`src/rtl/rgb_timing_gen.sv`:
```
// rgb_timing_gen -- raster timing generator for a parallel RGB panel.
//
// Generates hsync/vsync/data-enable and active-pixel coordinates from a pair
// of free-running line/frame counters. A run request (enable) starts frames at
// (0,0); dropping it lets the current frame finish before the generator parks.
//
// Ports:
//   pixelClk    pixel clock, single clock domain
//   reset       synchronous, active-high reset
//   enable      run request, level-sensitive
//   hs, vs      horizontal / vertical sync, active level set by HS_POL / VS_POL
//   de          data enable, high during active pixels
//   pixelX/Y    active column / row, zero outside the active area
//   lineStart   one-cycle pulse at the first cycle of each line
//   frameStart  one-cycle pulse at the first cycle of each frame
//   stopped     high while the generator is idle
//
// All outputs are registered and lag the counters by exactly one cycle.

module rgb_timing_gen #(
    parameter int   HSYNC_COUNT   = 128,
    parameter int   BACK_PORCH_H  = 128,
    parameter int   PIXELS_H      = 800,
    parameter int   FRONT_PORCH_H = 32,
    parameter int   VSYNC_COUNT   = 4,
    parameter int   BACK_PORCH_V  = 14,
    parameter int   PIXELS_V      = 600,
    parameter int   FRONT_PORCH_V = 1,
    parameter logic HS_POL        = 1'b0,
    parameter logic VS_POL        = 1'b0,
    parameter int   COORD_W       = 10,
    parameter int   CNT_W         = 12
) (
    input  logic               pixelClk,
    input  logic               reset,
    input  logic               enable,
    output logic               hs,
    output logic               vs,
    output logic               de,
    output logic [COORD_W-1:0] pixelX,
    output logic [COORD_W-1:0] pixelY,
    output logic               lineStart,
    output logic               frameStart,
    output logic               stopped
);

    localparam int H_TOTAL = HSYNC_COUNT + BACK_PORCH_H + PIXELS_H + FRONT_PORCH_H;
    localparam int V_TOTAL = VSYNC_COUNT + BACK_PORCH_V + PIXELS_V + FRONT_PORCH_V;
    localparam int HA0_I   = HSYNC_COUNT + BACK_PORCH_H;
    localparam int VA0_I   = VSYNC_COUNT + BACK_PORCH_V;

    if (H_TOTAL >= (2 ** CNT_W)) begin : g_bad_htotal
        $error("rgb_timing_gen: H_TOTAL does not fit in CNT_W bits");
    end
    if (V_TOTAL >= (2 ** CNT_W)) begin : g_bad_vtotal
        $error("rgb_timing_gen: V_TOTAL does not fit in CNT_W bits");
    end
    if (PIXELS_H >= (2 ** COORD_W)) begin : g_bad_pixh
        $error("rgb_timing_gen: PIXELS_H does not fit in COORD_W bits");
    end
    if (PIXELS_V >= (2 ** COORD_W)) begin : g_bad_pixv
        $error("rgb_timing_gen: PIXELS_V does not fit in COORD_W bits");
    end

    localparam logic [CNT_W-1:0] H_LAST = CNT_W'(H_TOTAL - 1);
    localparam logic [CNT_W-1:0] V_LAST = CNT_W'(V_TOTAL - 1);
    localparam logic [CNT_W-1:0] H_SYNC = CNT_W'(HSYNC_COUNT);
    localparam logic [CNT_W-1:0] V_SYNC = CNT_W'(VSYNC_COUNT);
    localparam logic [CNT_W-1:0] HA0    = CNT_W'(HA0_I);
    localparam logic [CNT_W-1:0] HA1    = CNT_W'(HA0_I + PIXELS_H);
    localparam logic [CNT_W-1:0] VA0    = CNT_W'(VA0_I);
    localparam logic [CNT_W-1:0] VA1    = CNT_W'(VA0_I + PIXELS_V);

    typedef enum logic [1:0] {
        IDLE,
        RUN,
        DRAIN
    } state_t;

    state_t           state;
    state_t           stateNext;
    logic [CNT_W-1:0] hCnt;
    logic [CNT_W-1:0] vCnt;
    logic             frameLast;
    logic             activeNext;

    assign frameLast  = (hCnt == H_LAST) && (vCnt == V_LAST);
    assign activeNext = (hCnt >= HA0) && (hCnt < HA1) && (vCnt >= VA0) && (vCnt < VA1);

    always_ff @(posedge pixelClk) begin
        if (reset) begin
            state <= IDLE;
        end else begin
            state <= stateNext;
        end
    end

    // DRAIN is RUN with the request withdrawn; the frame only ends (and the
    // request is only honoured) on the frame's final cycle.
    always_comb begin
        stateNext = state;
        case (state)
            IDLE: begin
                if (enable) begin
                    stateNext = RUN;
                end
            end
            RUN: begin
                if (!enable) begin
                    stateNext = frameLast ? IDLE : DRAIN;
                end
            end
            DRAIN: begin
                if (enable) begin
                    stateNext = RUN;
                end else if (frameLast) begin
                    stateNext = IDLE;
                end
            end
            default: stateNext = IDLE;
        endcase
    end

    // Leaving RUN/DRAIN only happens on the frame's last cycle, where the
    // wrap already returns both counters to zero, so IDLE just holds them.
    always_ff @(posedge pixelClk) begin
        if (reset || (state == IDLE)) begin
            hCnt <= '0;
            vCnt <= '0;
        end else if (hCnt == H_LAST) begin
            hCnt <= '0;
            vCnt <= (vCnt == V_LAST) ? '0 : vCnt + 1'b1;
        end else begin
            hCnt <= hCnt + 1'b1;
        end
    end

    always_ff @(posedge pixelClk) begin
        if (reset || (state == IDLE)) begin
            hs         <= ~HS_POL;
            vs         <= ~VS_POL;
            de         <= 1'b0;
            pixelX     <= '0;
            pixelY     <= '0;
            lineStart  <= 1'b0;
            frameStart <= 1'b0;
            stopped    <= 1'b1;
        end else begin
            hs         <= (hCnt < H_SYNC) ? HS_POL : ~HS_POL;
            vs         <= (vCnt < V_SYNC) ? VS_POL : ~VS_POL;
            de         <= activeNext;
            pixelX     <= activeNext ? COORD_W'(hCnt - HA0) : '0;
            pixelY     <= activeNext ? COORD_W'(vCnt - VA0) : '0;
            lineStart  <= (hCnt == '0);
            frameStart <= (hCnt == '0) && (vCnt == '0);
            stopped    <= 1'b0;
        end
    end

endmodule

```
`config.mk`:
```
export PLATFORM = sky130hd
export DESIGN_NAME = rgb_timing_gen
export DESIGN_NICKNAME = d
export VERILOG_FILES = /design/src/rtl/rgb_timing_gen.sv
export SDC_FILE = /design/constraint.sdc
export NUM_CORES = 1
export LEC_CHECK = 0
export CAP_MARGIN = 20
export CORE_AREA = 2 2 74 76
export DETAILED_ROUTE_END_ITERATION = 10
export DIE_AREA = 0 0 76 78
export PLACE_DENSITY = 0.75
export SYNTH_ARGS = -nofsm -noshare
export SYNTH_HDL_FRONTEND = slang
export SYNTH_SLANG_ARGS = --single-unit
```
`constraint.sdc`:
```
create_clock -name pixelClk -period 2.5 [get_ports pixelClk]
set_clock_uncertainty 0.1 [all_clocks]
set_input_delay 0.25 -clock pixelClk [delete_from_list [all_inputs] [get_ports pixelClk]]
set_output_delay 0.25 -clock pixelClk [all_outputs]
set_load 0.01 [all_outputs]
```
# Word-level counts from Yosys, hierarchy flattened
# Index checks and enable logic that the tools add are counted.
dict set report totals {
  wordCells 51
  ff_bits 52
  output_inout_bits 26
}
dict set report op_classes {
  add_sub_neg 4
  muxes 10
  n_reduce_logical 12
  n_lt_le_gt_ge 6
  bitwise_logic 1
  eq_ne 7
}
# operator n
set op_table {}
lappend op_table {{$add 12x1->12 const B} 2}
lappend op_table {{$logic_not 12->1} 2}
lappend op_table {{$eq 12x10->1 const B} 1}
lappend op_table {{$eq 12x11->1 const B} 1}
lappend op_table {{$ge 12x5->1 const B} 1}
lappend op_table {{$ge 12x9->1 const B} 1}
lappend op_table {{$lt 12x10->1 const B} 1}
lappend op_table {{$lt 12x11->1 const B} 1}
lappend op_table {{$lt 12x3->1 const B} 1}
lappend op_table {{$lt 12x8->1 const B} 1}
lappend op_table {{$mux 12} 1}
lappend op_table {{$mux 2} 5}
lappend op_table {{$sub 10x5->10 const B} 1}
lappend op_table {{$sub 10x9->10 const B} 1}
lappend op_table {{$pmux 2 s3} 1}
lappend op_table {{$logic_and 1x1->1} 5}
lappend op_table {{$ne 2x2->1 const B} 2}
lappend op_table {{$reduce_or 2->1} 2}
lappend op_table {{$mux 1} 3}
lappend op_table {{$ne 3x3->1 const B} 1}
lappend op_table {{$reduce_and 3->1} 1}
lappend op_table {{$eq 2x1->1 const B} 1}
lappend op_table {{$eq 2x2->1 const B} 1}
lappend op_table {{$logic_not 2->1} 1}
lappend op_table {{other kinds (2)} 2}

# Depth between registers and ports, before layout
# Gate-level depths: netlist of run 1.
dict set report depth {
  word_depth 6
  ltp_mapped 8
  ltp_nobuf 6
}

# Least setup slack after synthesis of run 1
# No wires, ideal clock.
dict set report synth_timing {
  path_kind {flip-flop to flip-flop}
  startpoint {register hCnt[0]}
  endpoint {register vCnt[6]}
  stages_incl_launch_ff 7
  arrival_time_ns 1.952
  setup_slack_ns 0.375
  required_ns 2.328
  period_less_slack_ns 2.125
  setup_ns 0.072
  cell_sequence {dfxtp_1 ha_1 nand2_1 or4_1 buf_2 or4_1 a21oi_1}
}
dict set report synth_between {
  elab_chain_len 1
}
# element line_no
set synth_rtl {}
lappend synth_rtl {{start: declaration} 82} ;# logic [CNT_W-1:0] hCnt;
lappend synth_rtl {{start signal: assignment} 134} ;# hCnt <= hCnt + 1'b1;
lappend synth_rtl {{$eq 12x11->1} 130} ;# end else if (hCnt == H_LAST) begin
lappend synth_rtl {{end signal: assignment} 132} ;# vCnt <= (vCnt == V_LAST) ? '0 : vCnt + 1'b1;
lappend synth_rtl {{end: declaration} 83} ;# logic [CNT_W-1:0] vCnt;
# Every way passes these cells.
# A chain may end at the register's enable or synchronous reset.

# Worst setup path in the final report of run 1
dict set report layout_timing {
  startpoint {register hCnt[8]}
  endpoint {register vCnt[6]}
}
# Same word-level chain as after synthesis.

==> results summary, run 1 <==
The flow ran to the end, and the final reports show no timing, DRC or antenna violations. Setup violations remaining at the end of the flow were counted as 0. Counting every net in the synthesized netlist gives 267. The per-cell routed wire length is 13.5 µm. At the pin with the least slew margin, the transition time is ~720 ps. The total via count after detailed routing is between 1.5k and 2k. The number of synthesized flops with an enable pin is 0.

The leakage power figure is 0.886 nW. The wire length of the first global-routing pass is 8110 µm. Across all hold checks on the routed design, the worst slack comes to 373 ps.

The max capacitance violation total came out at 0. The library cell used most frequently in the layout, excluding fill and tap cells, is dfxtp_1. The area taken by flip-flops and latches is 1040 µm².

In the final layout, the share of cells above drive strength 1 is 0.0821. The congestion estimate from routability-driven global placement came to a little over 0.9. In the finished design, the share of the clock period the worst path needs comes to 0.898. The detailed-route DRC error count is 0.

The height of the die is 78 µm. The starting utilization of the core area is 0.453. The biggest fanout along the worst timing path came out at 14. The synthesized netlist contains 46 unique library cells. The placement row count is 26. The post-placement cell area came out at 2650 µm².

The total setup buffers inserted after CTS came out at 0. The detail route stage leaves a number of antenna-violating nets equal to 0. The footprint of the multi-input gates came out at 1100 µm².

The hold-fix buffer count after cts came out at 0. The clock sink count is 52. The total iterations of the first detailed-routing run is 4. The number of buffer cells added on primary ports is 28.

The number of CTS-inserted buffers came out at 5. The number of levels the H-tree was split into is 2. Each instance of the synthesized netlist takes up on average around 9 µm².

The flop and latch count out of synthesis came out at 52. The remaining global-route overflow came out at 0. The depth of the worst hold-timing path came out at 1. Setup repair after global routing left no endpoint under its margin.

The category of the critical setup timing path is flop to flop. The core footprint is 5040 µm². STA puts the critical path data required time at 2640 ps. The data arrival time of the critical path is 2380 ps.

For this run, the leading register cell type out of synthesis is dfxtp_1. The post-layout instance count excluding filler cells is between 300 and 400. The number of placed I/O pins came out at 29. Leaving out fill and tap cells, the most frequent cells in the layout are dfxtp_1 (52), nor3_1 (29), clkdlybuf4s50_1 (28). During synthesis, Yosys emitted a total of 0 warnings. The number of hold-slack violations in the final timing report is 0.

The tightest slew margin relative to the limit came out at 0.523. The number of pins with negative max-slew slack in the final report is 0. The final setup TNS came out at 0 ps.

After technology mapping, the gate count stands at 253. The maximum VDD drop came out at ~0.26 mV. The CTS tree is done.

The filler cell count is roughly 450. STA classifies the critical path endpoint as a flop. From synthesis to final layout, the design area changed by 19.7%. The worst-skew pair later-pin latency came out at about 300 ps. The final antenna diode count came out at 0.

The detailed placer's ending HPWL came out at 3520 µm. Entering global routing, the biggest net connects 22 pins. The area of the die is a little under 6000 µm². The overall fraction of global-route tracks in use came out at 0.166.

After detailed placement, the design holds a cell count of roughly 340. The number of global-route vias before repair came to 1752. The netlist area before placement came out at ~2300 µm². The design draws approximately 1.3 mW. The maximum frequency from static timing analysis is 445 MHz.

The clock slew seen by the registers of the worst setup and hold paths came out at 90 ps. The async set-or-reset flop fraction in the synthesized netlist is 0. The maximum clock path buffer count is 2. In the routed layout, each cell is associated on average with a via count of 5.37. The type of the tightest min-delay check is flop to flop. The violation count after the first detailed-route iteration is 117.

The worst register-to-register path has a depth of 6. Power spread over the standard cell area amounts to 485 nW/µm². After layout, the minimum clock period comes to 2250 ps.

For this run, the register share of the synthesized area comes to 0.456. The initial antenna violation count came out at 0. The startpoint kind of the worst setup timing path is a flop. The total number of nets in the final design came out at 294.

The floorplan step set the die width to roughly 76 µm. The root buffer cell is clkbuf_8. The final routed wirelength across all metal layers came out at 4730 µm. Once layout is done, the placed cells without fillers occupy 2730 µm².
-- metal layers --
layer,vias up,GRT usage,wire [µm]
li1,943,-,-
met1,886,0.215,2240
met2,44,0.283,2290
met3,5,0.0326,142
met4,0,0.0491,55
met5,-,0,0
-- Yosys cell counts, types with 2 or more instances --
| master | number | area, µm² |
|---|---|---|
| a211oi_1 | 3 | 22.5 |
| nor2_1 | 21 | 78.8 |
| nor4b_1 | 2 | 17.5 |
| or3_1 | 2 | 12.5 |
| nand4_1 | 5 | 31.3 |
| clkbuf_1 | 14 | 52.6 |
| nand2b_1 | 3 | 18.8 |
| inv_1 | 17 | 63.8 |
| o21ai_0 | 2 | 10.0 |
| o31ai_1 | 3 | 22.5 |
| buf_2 | 2 | 10.0 |
| or4_1 | 5 | 37.5 |
| a21oi_1 | 7 | 35.0 |
| and2_1 | 2 | 12.5 |
| ha_1 | 11 | 138 |
| a31oi_1 | 2 | 12.5 |
| xnor2_1 | 17 | 149 |
| mux2i_1 | 4 | 40.0 |
| nand3_1 | 7 | 35.0 |
| nor4_1 | 9 | 56.3 |
| dfxtp_1 | 52 | 1040 |
| nor3_1 | 29 | 145 |
| nand2_1 | 9 | 33.8 |
| and3_1 | 3 | 18.8 |
-- timing repair --
action,in CTS,in global routing
gates resized for setup,0,1
endpoints found under the hold margin,0,0
setup endpoints to repair,0,4
-- worst paths after layout --
| path | start | to | slack [ps] |
|---|---|---|---|
| max reg2reg | hCnt[8] | vCnt[6] | 250 |
| max | hCnt[8] | vCnt[6] | 250 |
| min | state[0] | state[1] | 370 |
| min reg2reg | state[0] | state[1] | 370 |
-- critical path: stages (launching register included) --
cell and delay (ps):
dfxtp_1 380, inv_1 100, ha_1 210, nand2b_1 110, or4_4 590, or4_1 540
a21oi_1 150
-- metrics by stage --
stage,worst slack [ps],utilization
finish,255,0.542
global route,148,0.542
CTS,99.4,0.541
detailed placement,111,0.525
global placement,216,0.525
floorplan,375,-
-- kinds of logic after synthesis --
logic type | Yosys count | share of synthesized area
AND/OR/NAND/NOR | 107 | 0.258
buffers and inverters | 35 | 0.0624
multiplexers | 4 | 0.0175
AO/OA/AOI/OAI | 27 | 0.0805
adder cells (fa/ha/maj) | 11 | 0.0602
flip-flops | 52 | 0.456
XOR/XNOR | 17 | 0.0652
-- layout make-up --
cell class	count	share of cell area
Inverter	17	0.0233
Timing Repair Buffer	38	0.130
Clock inverter	2	0.00458
Tap cell	70	0.0320
Multi-Input combinational cell	166	0.404
Sequential cell	52	0.381
Clock buffer	5	0.0252
-- flip-flops by register name, indices dropped and copies added (netlist names) --
| name | flops |
|---|---|
| stopped | 1 |
| vCnt | 12 |
| vs | 1 |
| pixelX | 10 |
| pixelY | 10 |
| de | 1 |
| frameStart | 1 |
| state | 2 |
| lineStart | 1 |
| hs | 1 |
| hCnt | 12 |
-- power by group --
part	internal [mW]	leakage, nW	switching [mW]
Combinational	0.0168	0.425	0.0188
Clock	0.190	0.0400	0.261
Sequential	0.835	0.420	0.00348
Note: power is estimated with default switching activity, not from simulation.
==> run 2, diff against run 1 <==
Settings changed: CTS_CLUSTER_DIAMETER from default to 40, TNS_END_PERCENT from default to 5.
==> results of run 2 <==
The final DEF is identical to that of run 1; final timing and power are the same.
==> run 3, diff against run 2 <==
Settings changed: SKIP_CTS_REPAIR_TIMING from default to 1.
==> results of run 3 <==
The final DEF is identical to that of run 1; final timing and power are the same.
